`config.mk`:
```
export PLATFORM = sky130hd
export DESIGN_NAME = circles_seq
export DESIGN_NICKNAME = d
export VERILOG_FILES = /design/src/rtl/circles_pkg.sv /design/src/rtl/btn_debounce.sv /design/src/rtl/circles_seq.sv
export SDC_FILE = /design/constraint.sdc
export NUM_CORES = 1
export LEC_CHECK = 0
export CORE_MARGIN = 5
export CORE_UTILIZATION = 45
export CTS_CLUSTER_DIAMETER = 40
export DETAILED_ROUTE_END_ITERATION = 16
export SLEW_MARGIN = 10
export SYNTH_ARGS = -nofsm -noshare
export SYNTH_HDL_FRONTEND = slang
export SYNTH_SLANG_ARGS = --single-unit
```
`constraint.sdc`:
```
create_clock -name clk -period 8.44 [get_ports clk]
set_input_delay 1.688 -clock clk [delete_from_list [all_inputs] [get_ports clk]]
set_output_delay 1.688 -clock clk [all_outputs]
set_load 0.05 [all_outputs]
```
`src/rtl/circles_pkg.sv`:
```
// Shared types and widths for the circle sequencer.
package circles_pkg;

  localparam int R_W_DEF = 6;
  localparam int CNT_W   = 8;

  typedef enum logic [2:0] {
    IDLE,
    CLEAR,
    ISSUE,
    WAIT_DONE,
    NEXT
  } state_t;

endpackage

```
`src/rtl/btn_debounce.sv`:
```
// Push-button conditioner: 2-FF synchroniser, level debouncer and registered
// one-cycle rising-edge pulse.
module btn_debounce #(
  parameter int DEBOUNCE_CYCLES = 1_000_000
) (
  input  logic clk,
  input  logic rst,
  input  logic btn_raw,
  output logic level,
  output logic rise_pulse
);

  localparam int CW = $clog2(DEBOUNCE_CYCLES + 1);
  localparam logic [CW-1:0] C_LAST = CW'(DEBOUNCE_CYCLES - 1);

  logic          r_sync0;
  logic          r_sync1;
  logic [CW-1:0] r_cnt;
  logic          r_level;
  logic          r_level_d;
  logic          r_rise;

  always_ff @(posedge clk or posedge rst) begin
    if (rst) begin
      r_sync0   <= 1'b0;
      r_sync1   <= 1'b0;
      r_cnt     <= '0;
      r_level   <= 1'b0;
      r_level_d <= 1'b0;
      r_rise    <= 1'b0;
    end else begin
      r_sync0   <= btn_raw;
      r_sync1   <= r_sync0;
      // Any sample matching the accepted level restarts the run count.
      if (r_sync1 == r_level) begin
        r_cnt <= '0;
      end else if (r_cnt == C_LAST) begin
        r_level <= r_sync1;
        r_cnt   <= '0;
      end else begin
        r_cnt <= r_cnt + 1'b1;
      end
      r_level_d <= r_level;
      r_rise    <= r_level & ~r_level_d;
    end
  end

  assign level      = r_level;
  assign rise_pulse = r_rise;

endmodule

```
`src/rtl/circles_seq.sv`:
```
// Sequencer issuing single or concentric-sweep draw requests to circles_draw.
// Optional pre-draw screen clear is built when CIRCLES_SEQ_CLEAR_EN is defined.
module circles_seq
  import circles_pkg::*;
#(
  parameter int R_W             = R_W_DEF,
  parameter int DEBOUNCE_CYCLES = 1_000_000,
  parameter int TIMEOUT_CYCLES  = 2_000_000
) (
  input  logic             clk,
  input  logic             rst,
  input  logic             btn_raw,
  input  logic             sweep_mode,
  input  logic [R_W-1:0]   r_max,
  input  logic [3:0]       r_step,
  input  logic             draw_done,
  input  logic             clear_done,
  output logic             draw_start,
  output logic [R_W-1:0]   draw_r,
  output logic             clear_req,
  output logic             busy,
  output logic [CNT_W-1:0] circle_cnt,
  output logic             timeout_flag
);

  localparam int TW = $clog2(TIMEOUT_CYCLES + 1);
  localparam logic [TW-1:0] TMO_LAST = TW'(TIMEOUT_CYCLES - 1);

  function automatic logic [CNT_W-1:0] sat_inc(input logic [CNT_W-1:0] v);
    return (v == '1) ? v : v + 1'b1;
  endfunction

  logic w_unused_level;
  logic w_go;

  btn_debounce #(
    .DEBOUNCE_CYCLES(DEBOUNCE_CYCLES)
  ) u_debounce (
    .clk       (clk),
    .rst       (rst),
    .btn_raw   (btn_raw),
    .level     (w_unused_level),
    .rise_pulse(w_go)
  );

`ifndef CIRCLES_SEQ_CLEAR_EN
  logic w_unused_clear;
  assign w_unused_clear = clear_done;
`endif

  state_t           r_state;
  logic             r_sweep;
  logic [R_W-1:0]   r_rmax;
  logic [3:0]       r_step_l;
  logic [R_W-1:0]   r_cur;
  logic [TW-1:0]    r_tmo;
  logic             r_draw_start;
  logic [R_W-1:0]   r_draw_r;
  logic             r_clear_req;
  logic             r_busy;
  logic [CNT_W-1:0] r_cnt;
  logic             r_tmo_flag;

  logic [3:0]     w_step1;
  logic [R_W-1:0] w_step1_ext;
  logic [R_W-1:0] w_first_r;
  logic [R_W:0]   w_nxt;
  logic           w_tmo_hit;

  // Sweep radius sum is one bit wider so an overshoot cannot wrap to a small radius.
  assign w_step1     = (r_step == 4'd0) ? 4'd1 : r_step;
  assign w_step1_ext = R_W'(w_step1);
  assign w_first_r   = (sweep_mode && (w_step1_ext <= r_max)) ? w_step1_ext : r_max;
  assign w_nxt       = {1'b0, r_cur} + (R_W + 1)'(r_step_l);
  assign w_tmo_hit   = (r_tmo == TMO_LAST);

  always_ff @(posedge clk or posedge rst) begin
    if (rst) begin
      r_state      <= IDLE;
      r_sweep      <= 1'b0;
      r_rmax       <= '0;
      r_step_l     <= '0;
      r_cur        <= '0;
      r_tmo        <= '0;
      r_draw_start <= 1'b0;
      r_draw_r     <= '0;
      r_clear_req  <= 1'b0;
      r_busy       <= 1'b0;
      r_cnt        <= '0;
      r_tmo_flag   <= 1'b0;
    end else begin
      r_draw_start <= 1'b0;
      r_clear_req  <= 1'b0;
      case (r_state)
        IDLE: begin
          if (w_go && (r_max != '0)) begin
            r_cnt      <= '0;
            r_tmo_flag <= 1'b0;
            r_sweep    <= sweep_mode;
            r_rmax     <= r_max;
            r_step_l   <= w_step1;
            r_cur      <= w_first_r;
            r_tmo      <= '0;
            r_busy     <= 1'b1;
`ifdef CIRCLES_SEQ_CLEAR_EN
            r_state     <= CLEAR;
            r_clear_req <= 1'b1;
`else
            r_state      <= ISSUE;
            r_draw_start <= 1'b1;
            r_draw_r     <= w_first_r;
`endif
          end
        end
`ifdef CIRCLES_SEQ_CLEAR_EN
        CLEAR: begin
          if (clear_done) begin
            r_state      <= ISSUE;
            r_draw_start <= 1'b1;
            r_draw_r     <= r_cur;
          end else if (w_tmo_hit) begin
            r_tmo_flag <= 1'b1;
            r_state    <= IDLE;
            r_busy     <= 1'b0;
          end else begin
            r_tmo <= r_tmo + 1'b1;
          end
        end
`endif
        ISSUE: begin
          r_state <= WAIT_DONE;
          r_tmo   <= '0;
        end
        // draw_done is checked before the timeout so a coincident done wins.
        WAIT_DONE: begin
          if (draw_done) begin
            r_cnt   <= sat_inc(r_cnt);
            r_state <= NEXT;
          end else if (w_tmo_hit) begin
            r_tmo_flag <= 1'b1;
            r_state    <= IDLE;
            r_busy     <= 1'b0;
          end else begin
            r_tmo <= r_tmo + 1'b1;
          end
        end
        NEXT: begin
          if (r_sweep && (w_nxt <= {1'b0, r_rmax})) begin
            r_cur        <= w_nxt[R_W-1:0];
            r_draw_r     <= w_nxt[R_W-1:0];
            r_draw_start <= 1'b1;
            r_state      <= ISSUE;
          end else begin
            r_state <= IDLE;
            r_busy  <= 1'b0;
          end
        end
        default: begin
          r_state <= IDLE;
          r_busy  <= 1'b0;
        end
      endcase
    end
  end

  assign draw_start   = r_draw_start;
  assign draw_r       = r_draw_r;
  assign clear_req    = r_clear_req;
  assign busy         = r_busy;
  assign circle_cnt   = r_cnt;
  assign timeout_flag = r_tmo_flag;

endmodule

```
Word-level counts from Yosys, hierarchy flattened
Cells that the tools add are included.
{"block": "totals", "out_inout_bits": 18, "reg_bits": 77, "elab_cells": 91, "input_bits": 16}
{"block": "classes", "order_cmp": 2, "n_reduce_logical": 17, "muxes": 32, "n_addsub": 4, "eq_ne": 16, "n_bitwise": 4}
{"op": "21-bit 2-to-1 mux", "n": 3}
{"op": "21-bit case mux with 3 select lines", "n": 1}
{"op": "20-bit 2-to-1 mux", "n": 2}
{"op": "8-bit 2-to-1 mux", "n": 3}
{"op": "21-bit by 1-bit adder with 21-bit output (second input constant)", "n": 1}
{"op": "21-bit equality test (second input constant)", "n": 1}
{"op": "20-bit by 1-bit adder with 20-bit output (second input constant)", "n": 1}
{"op": "20-bit equality test (second input constant)", "n": 1}
{"op": "6-bit 2-to-1 mux", "n": 3}
{"op": "2-bit inequality test (second input constant)", "n": 8}
{"op": "8-bit case mux with 2 select lines", "n": 1}
{"op": "3-bit case mux with 4 select lines", "n": 1}
{"op": "6-bit case mux with 2 select lines", "n": 1}
{"op": "4-bit AND reduction", "n": 3}
{"op": "1-bit 2-to-1 mux", "n": 9}
{"op": "3-bit 2-to-1 mux", "n": 3}
{"op": "8-bit by 1-bit adder with 8-bit output (second input constant)", "n": 1}
{"op": "8-bit equality test (second input constant)", "n": 1}
{"op": "6-bit by 4-bit adder with 7-bit output", "n": 1}
{"op": "7-bit by 6-bit less-or-equal comparator with 1-bit output", "n": 1}
{"op": "3-bit by 2-bit equality test with 1-bit output (second input constant)", "n": 2}
{"op": "4-bit by 6-bit less-or-equal comparator with 1-bit output", "n": 1}
{"op": "2-bit AND reduction", "n": 3}
{"op": "6-bit nonzero test", "n": 1}
{"op": "16 further kinds", "n": 22}

Depth between registers and ports, before layout
Gate-level depths: netlist of run 1.
{"block": "depth", "ltp_word": 7, "mapped_depth": 14, "depth_no_buf": 14}

By module
From an unflattened synthesis of run 1, not the netlist that was laid out.
{"block": "unflattened", "hier_cells": 479, "area_unflattened_um2": 4529.3}
{"mod": "circles_seq", "cells_per_inst": 368, "instances": 1, "seq_area_each_um2": 1301.2, "area_each_um2": 3323.2}
{"mod": "btn_debounce", "cells_per_inst": 111, "instances": 1, "seq_area_each_um2": 625.6, "area_each_um2": 1206.2}

Worst setup path after synthesis of run 1
Ideal clock, no wire load.
{"block": "synth_timing", "path_type": "register to register", "start": "register, netlist name draw_r[0]", "end": "register r_draw_r[4] (netlist: draw_r[4])", "path_stages_with_launch": 14, "path_slack_ps": 5096, "setup_ps": 79, "period_less_slack_ps": 3344, "required_ps": 8361, "arrival_ps": 3265, "path_buffers": 0, "path_cell_list": "dfrtp_1 ha_1 inv_1 fa_1 nor2b_1 o21a_1 o21ai_0 and2_1 ha_1 a2111oi_0 a221o_1 a31oi_1 inv_1 mux2i_1"}
{"element": "end signal, assigned", "line_no": "circles_seq.sv:111", "source": "r_draw_r <= w_first_r;"}
{"element": "end signal, assigned", "line_no": "circles_seq.sv:150", "source": "r_draw_r <= w_nxt[R_W-1:0];"}
{"element": "end, declared", "line_no": "circles_seq.sv:58", "source": "logic [R_W-1:0] r_draw_r;"}

Final worst setup path of run 1
{"block": "layout_timing", "start": "input port r_max[0]", "end": "register r_draw_r[5] (netlist: draw_r[5])"}
{"block": "layout_via", "elab_chain_len": 5, "elab_cells_between_ends": 9, "classes_between": "order compare: 1; eq/ne: 1; mux: 3; reduce/logical: 4"}
{"element": "start, declared", "line_no": "circles_seq.sv:14", "source": "input logic [R_W-1:0] r_max,"}
{"element": "4-bit by 6-bit less-or-equal comparator with 1-bit output", "line_no": "circles_seq.sv:73", "source": "assign w_first_r = (sweep_mode && (w_step1_ext <= r_max)) ? w_step1_ext : r_max;"}
{"element": "1-bit logical AND", "line_no": "circles_seq.sv:73"}
{"element": "6-bit 2-to-1 mux", "line_no": "circles_seq.sv:73"}
{"element": "6-bit 2-to-1 mux", "line_no": "circles_seq.sv:96", "source": "if (w_go && (r_max != '0)) begin"}
{"element": "6-bit case mux with 2 select lines", "line_no": "circles_seq.sv:94", "source": "case (r_state)"}
Parallel ways exist; a longest one is shown, timed or not. The select of a mux whose other input is x is not followed.
A chain may end at the register's enable or synchronous reset.

==> impl_results.md, run 1 <==
- Via/cell ratio: 5.56
- Area occupied by multi-input gates: 0.00223 mm²
- Maximum VDD drop: 0.114 mV
- Largest area contributor in the netlist: dfrtp_1
- Slowest-stage cell, CP: and3_1
- DR vias: 3,504
- Crit-path max cell delay: 0.52 ns
- Ant diodes: 0
- Yosys synthesis warning count: 0
- Synth async-reset ratio: 100%
- Slew headroom: 34.4%
- IO Pins: 34
- Die width: 108 µm
- Vias in the first global route: 3,416
- Final net count: 530
- Final setup vio count: 0
- H-tree Lvls: 3
- Register Area: 0.00193 mm²
- Clk pwr share: 31.8%
- Fill cells: 869
- CTS Buffer Depth: 2
- Sequential share of power: 46.4%
- Hold Crit Class: reg -> reg
- Post-Route WL: 9310 µm
- Worst Path Required: 8.66 ns
- Tmin final: 3.79 ns
- Setup tns final: 0 ns
- DRT iter0 DRCs: 151
- PwrDens: 180 mW/mm²
- FMAX: 264 MHz
- Clock-pin transition on the worst setup and hold timing paths: 0.09 ns
- Comb power frac: 21.8%
- Grt ovf: 0
- Starting Density: 46.5%
- # DRC: 0
- Commonest non-fill, non-tap cell in the layout: dfrtp_1
- Worst Tran Pin Value: 0.984 ns
- Post-CTS sizing: 0
- Sw Ratio: 33.3%
- CP Max Fanout: 26
- Layout area overhead: 14.0%
- Fraction of layout cells with a size suffix above 1: 5.19%
- Final setup skew: 0.0124 ns
- Post-synth top area share: 44.4%
- Status: completed
- Clock Root Buffer: clkbuf_8
- Largest cells by area after synthesis: dfrtp_1 (44%), ha_1 (4.9%), nand2_1 (4.5%), xor2_1 (3.6%), o21ai_0 (3.3%)
- Die Span Y: 108 µm
- Distinct cell type count after synthesis: 58
- Num rows: 35
- Final Hold Vio Count: 0
- Critical path class: in -> reg
- Slew Viols, Final: 0
- Routability cong.: 0.801
- RSZ-0062 raised after global routing: false
- Final HPWL DP: 6530 µm
- Worst-skew pair later-pin latency: 0.34 ns
- Leak pwr: 2.10 nW
- Cell Chain, Critical Path: clkdlybuf4s50_1 > nor4_4 > nand2_1 > and3_1 > a31oi_1 > inv_1 > mux2i_1
- Clock Sinks: 77
- Hold buffers post-CTS: 0
- Post-Syn Nets: 505
- CTS tree: built
- Register bit total from synthesis: 77
- Post-synthesis cell area: 0.00434 mm²
- CP endpoint kind: flip-flop
- Pin count of the biggest net entering global routing: 78
- Global-route wire length before repair: 16,400 µm
- Seq/Total Area, Yosys: 44.4%
- Clock buffer count from CTS: 9
- Post-CTS Setup Bufs: 0
- Post-route clock period utilization: 44.9%
- Initial antenna violation count: 0
- Total GRT Usage: 17.1%
- Core Box Area: 0.00933 mm²
- Syn Area/Cell: 9.22 µm²
- Critical path startpoint category: input pin
- Drt first pass iters: 5
- Die area: 0.0117 mm²
- Max-cap viol count: 0
- DR WL/cell: 14.8 µm
- Worst EP arrival: 4.01 ns
- Buffers on Ports: 31
- Syn Inst Count: 471
- Most frequent cells in the layout: dfrtp_1 (77), nand2_1 (52), nor2_1 (31), clkdlybuf4s50_1 (31), o21ai_0 (29)
- Power, Total: 0.000891 W
- Primary FF master, synth: dfrtp_1
- ANT nets after route: 0
- P_int: 0.000594 W
- EDFF count, synth: 0
- Psw: 0.000297 W
==> kinds of logic (layout without fill, tap and decap cells) <==
| logic type | Yosys count | count (layout) | share of synthesized area (%) |
|---|---|---|---|
| AO/OA/AOI/OAI | 108 | 108 | 16.3 |
| XOR/XNOR | 23 | 23 | 4.64 |
| adder cells (fa/ha/maj) | 18 | 18 | 5.36 |
| buffers and inverters | 45 | 75 | 4.21 |
| flip-flops | 77 | 77 | 44.4 |
| multiplexers | 5 | 5 | 1.18 |
| other | 1 | 1 | 0.0864 |
| AND/OR/NAND/NOR | 194 | 194 | 23.8 |
==> worst max-delay path, delay by kind of cell <==
family,cells,cell delay (ns)
and+or+nand+nor,3,1.08
buffers and inverters,2,0.71
AOI/OAI and AO/OA,1,0.38
muxes,1,0.15
==> final timing paths <==
path,start,endpoint,slack [ns],cells past startpoint
min in group asynchronous,rst,r_tmo[4],1.95,3
max in group asynchronous,rst,draw_r[5],5.83,3
max,r_max[0],draw_r[5],4.65,7
min,u_debounce.r_sync0,u_debounce.r_sync1,0.42,0
max reg2reg,draw_r[0],draw_r[5],4.90,13
min reg2reg,u_debounce.r_sync0,u_debounce.r_sync1,0.42,0
==> power by group through the flow <==
| stage | clock (W) | combinational [W] | sequential [W] |
|---|---|---|---|
| 2_1_floorplan | 0 | 0.000145 | 0.000419 |
| 3_3_place_gp | 0 | 0.000194 | 0.000420 |
| 3_5_place_dp | 0 | 0.000196 | 0.000420 |
| 4_1_cts | 0.000293 | 0.000196 | 0.000413 |
| 5_1_grt | 0.000311 | 0.000218 | 0.000417 |
| 6_report | 0.000283 | 0.000195 | 0.000413 |
==> synthesized netlist by cell type, drive strengths merged, types with 3 or more instances <==
library cell	n
a211oi	6
a21oi	28
and2	8
and3	12
and4	3
buf	10
clkbuf	10
dfrtp	77
ha	17
inv	25
mux2i	4
nand2	52
nand3	24
nand4	9
nor2	31
nor2b	8
nor3	5
nor4	5
o211ai	5
o21a	4
o21ai	30
o31ai	16
or3	13
or4	12
xnor2	5
xor2	18
==> flip-flops by register name, summed over array words and instances (netlist names) <==
signal / cells
busy: 1
circle_cnt: 8
draw_r: 6
draw_start: 1
r_rmax: 6
r_state: 3
r_step_l: 4
r_sweep: 1
r_tmo: 21
timeout_flag: 1
u_debounce.level: 1
u_debounce.r_cnt: 20
u_debounce.r_level_d: 1
u_debounce.r_sync0: 1
u_debounce.r_sync1: 1
u_debounce.rise_pulse: 1
==> final cells by class <==
| cell class | instances | area share [%] |
|---|---|---|
| clock buffers | 11 | 2.86 |
| clock inverters | 5 | 1.21 |
| repair buffers | 34 | 6.72 |
| multi-input cells | 349 | 45.1 |
| inverters | 25 | 1.92 |
| well taps | 129 | 3.26 |
| flip-flops and latches | 77 | 38.9 |
==> metal layers <==
| metal | routed length, µm | part of all wire (%) | vias up | global-route usage [%] |
|---|---|---|---|---|
| met2 | 4340 | 47 | 47 | 27.2 |
| met1 | 4590 | 49 | 1701 | 24.5 |
| met4 | 82 | 0.88 | 0 | 4.42 |
| met5 | 0 | 0 | - | 0 |
| li1 | - | - | 1748 | - |
| met3 | 294 | 3.2 | 8 | 2.57 |
==> through the flow <==
stage | instances | setup slack [ns] | cell area, µm² | utilization [%] | hold WS (ns)
floorplan | 471 | 4.79 | 4340 | - | 0.331
detailed placement | 614 | 4.26 | 4750 | 50.9 | 0.401
CTS | 630 | 4.62 | 4950 | 53.1 | 0.429
global route | 630 | 4.51 | 4950 | 53.1 | 0.442
finish | 630 | 4.65 | 4950 | 53.1 | 0.423
global placement | 614 | 4.28 | 4750 | 50.9 | 0.401
Power figures use the tool's default switching activity.
==> run 2, diff against run 1 <==
==> constraint.sdc (replaced) <==
create_clock -name clk -period 3.5 [get_ports clk]
set_input_delay 0.7 -clock clk [delete_from_list [all_inputs] [get_ports clk]]
set_output_delay 0.7 -clock clk [all_outputs]
set_load 0.05 [all_outputs]
==> run 2 against run 1 <==
Net effect:
- core utilization increased by 0.35 points
- setup slack got worse by 4.4 ns
- clock-buffer cell count is 1 lower
- wire length up 1.9%
- design area rose by 0.66%
- total power increased by 140%
- combinational power rose by 140%
- cell count grew 0.16%
- critical path type is now reg -> reg
- critical endpoint is now draw_r[0]
==> impl_results.md, run 2 (synthesis gave the netlist of run 1 again) <==
- Slew headroom: 46.7%
- Final Instance Area: 0.00498 mm²
- Final HPWL DP: 6740 µm
- Buffers on Ports: 31
- Post-route setup slack: 0.258 ns
- Worst EP arrival: 3.48 ns
- Die area: 0.0117 mm²
- Hold Crit Class: reg -> reg
- ANT nets after route: 0
- Worst Tran Pin Value: 0.796 ns
- Post-Route WL: 9480 µm
- Max reg flops: 21
- Final setup vio count: 0
- IO Pins: 34
- Final Util: 53.4%
- Die Span Y: 108 µm
- Slew Viols, Final: 0
- CP Max Fanout: 4
- RSZ-0062 raised after global routing: false
- Setup tns final: 0 ns
- Pin count of the biggest net entering global routing: 40
- Final setup skew: 0.0122 ns
- CTS tree: built
- Via/cell ratio: 5.56
- Top reg by flops: r_tmo
- Clock buffer count from CTS: 9
- FMAX: 308 MHz
- CP startpoint: draw_r[0]
- CP endpoint kind: flip-flop
- Status: completed
- Final Hold Vio Count: 0
- Commonest non-fill, non-tap cell in the layout: dfrtp_1
- Num rows: 35
- Post-CTS Setup Bufs: 0
- DR WL/cell: 15.0 µm
- Total GRT Usage: 17.8%
- H-tree Lvls: 3
- CTS Buffer Depth: 2
- Routability cong.: 0.806
- Most frequent cells in the layout: dfrtp_1 (77), nand2_1 (52), nor2_1 (31), clkdlybuf4s50_1 (31), o21ai_0 (29)
- Drt first pass iters: 4
- Fill cells: 870
- Critical path class: reg -> reg
- Initial antenna violation count: 0
- Clock Root Buffer: clkbuf_8
- DRT iter0 DRCs: 115
- R2R setup slack: 0.26 ns
- Post-route clock period utilization: 92.6%
- RR Endpoint: draw_r[0]
- Starting Density: 46.5%
- Fraction of layout cells with a size suffix above 1: 5.98%
- DR vias: 3,507
- PwrDens: 436 mW/mm²
- Tmin final: 3.24 ns
- Pre-CTS WS: 0.0843 ns
- Critical path startpoint category: flip-flop
- Final net count: 531
- Global-route wire length before repair: 16,800 µm
- Leak pwr: 2.11 nW
- Core Box Area: 0.00933 mm²
- Vias in the first global route: 3,515
- Grt ovf: 0
- RR Startpoint: draw_r[0]
- Ant diodes: 0
- Worst-skew pair later-pin latency: 0.35 ns
- # DRC: 0
- Maximum VDD drop: 0.391 mV
- Clock-pin transition on the worst setup and hold timing paths: 0.09 ns
- Worst Path Required: 3.73 ns
- Layout area overhead: 14.8%
- Crit path to: draw_r[0]
- Post-placement cell area: 0.00476 mm²
- Reg2Reg Depth: 14
- Clock Sinks: 77
- Die width: 108 µm
- Max-cap viol count: 0
run 2: cell type report:
cell class / instances / area, µm² / share of cell area, %
clock buffer: 10 / 138 / 2.76
clock inverter: 6 / 68.8 / 1.38
inverter: 25 / 95.1 / 1.91
multi-input combinational: 349 / 2250 / 45.2
sequential: 77 / 1930 / 38.7
tap: 129 / 161 / 3.24
timing repair buffer: 35 / 340 / 6.83
run 2: repair_timing:
action / in CTS / in global routing
hold buffers: 0 / 0
endpoints found under the setup margin: 0 / 7
gates resized for setup: 0 / 3
run 2: how the worst min path moves through the flow:
stage               slack [ns]  cells past startpoint            startpoint                    end
finish                    0.41                      0    u_debounce.r_sync0     u_debounce.r_sync1
global route              0.42                      0    u_debounce.r_sync0     u_debounce.r_sync1
CTS                       0.41                      0    u_debounce.r_sync0     u_debounce.r_sync1
detailed placement        0.39                      1  u_debounce.r_level_d  u_debounce.rise_pulse
global placement          0.40                      1  u_debounce.r_level_d  u_debounce.rise_pulse
floorplan                 0.33                      0    u_debounce.r_sync0     u_debounce.r_sync1
run 2: metrics by stage:
step | instances | total power, W | hold slack [ns]
finish | 631 | 0.00217 | 0.410
global route | 631 | 0.00231 | 0.424
CTS | 631 | 0.00220 | 0.414
detailed placement | 615 | 0.00148 | 0.388
global placement | 615 | 0.00148 | 0.398
floorplan | 471 | 0.00136 | 0.331
run 2: layer usage:
layer	share of wire, %	track usage, %	routed length, µm
met2	46	28.1	4320
met3	2.8	4.96	264
met5	0	0	0
met1	51	24.5	4840
met4	0.54	3.70	51
run 2: critical path, cell delays in order, from the launching register on:
cell and delay (ns):
dfrtp_1 0.41, ha_1 0.22, inv_1 0.07, fa_1 0.20
nor2b_1 0.06, o21a_1 0.20, or3_1 0.32, and2_1 0.17
ha_1 0.32, o21a_1 0.13, o21ai_0 0.10, a221o_1 0.42
a31oi_2 0.20, inv_1 0.16, mux2i_1 0.15
run 2: power by group:
| part | switching (W) | internal (W) | leakage (nW) |
|---|---|---|---|
| clock network | 0.000350 | 0.000354 | 0.103 |
| logic | 0.000316 | 0.000154 | 0.995 |
| registers | 0.0000745 | 0.000924 | 1.01 |
| total | 0.000740 | 0.00143 | 2.11 |
==> run 3, diff against run 2 <==
--- a/config.mk
+++ b/config.mk
@@ -5,6 +5,7 @@
 export SDC_FILE = /design/constraint.sdc
 export NUM_CORES = 1
 export LEC_CHECK = 0
+export ABC_CLOCK_PERIOD_IN_PS = 3500
 export CORE_MARGIN = 5
 export CORE_UTILIZATION = 45
 export CTS_CLUSTER_DIAMETER = 40
==> results of run 3 <==
Final layout, timing and power as in run 2 (identical DEF).
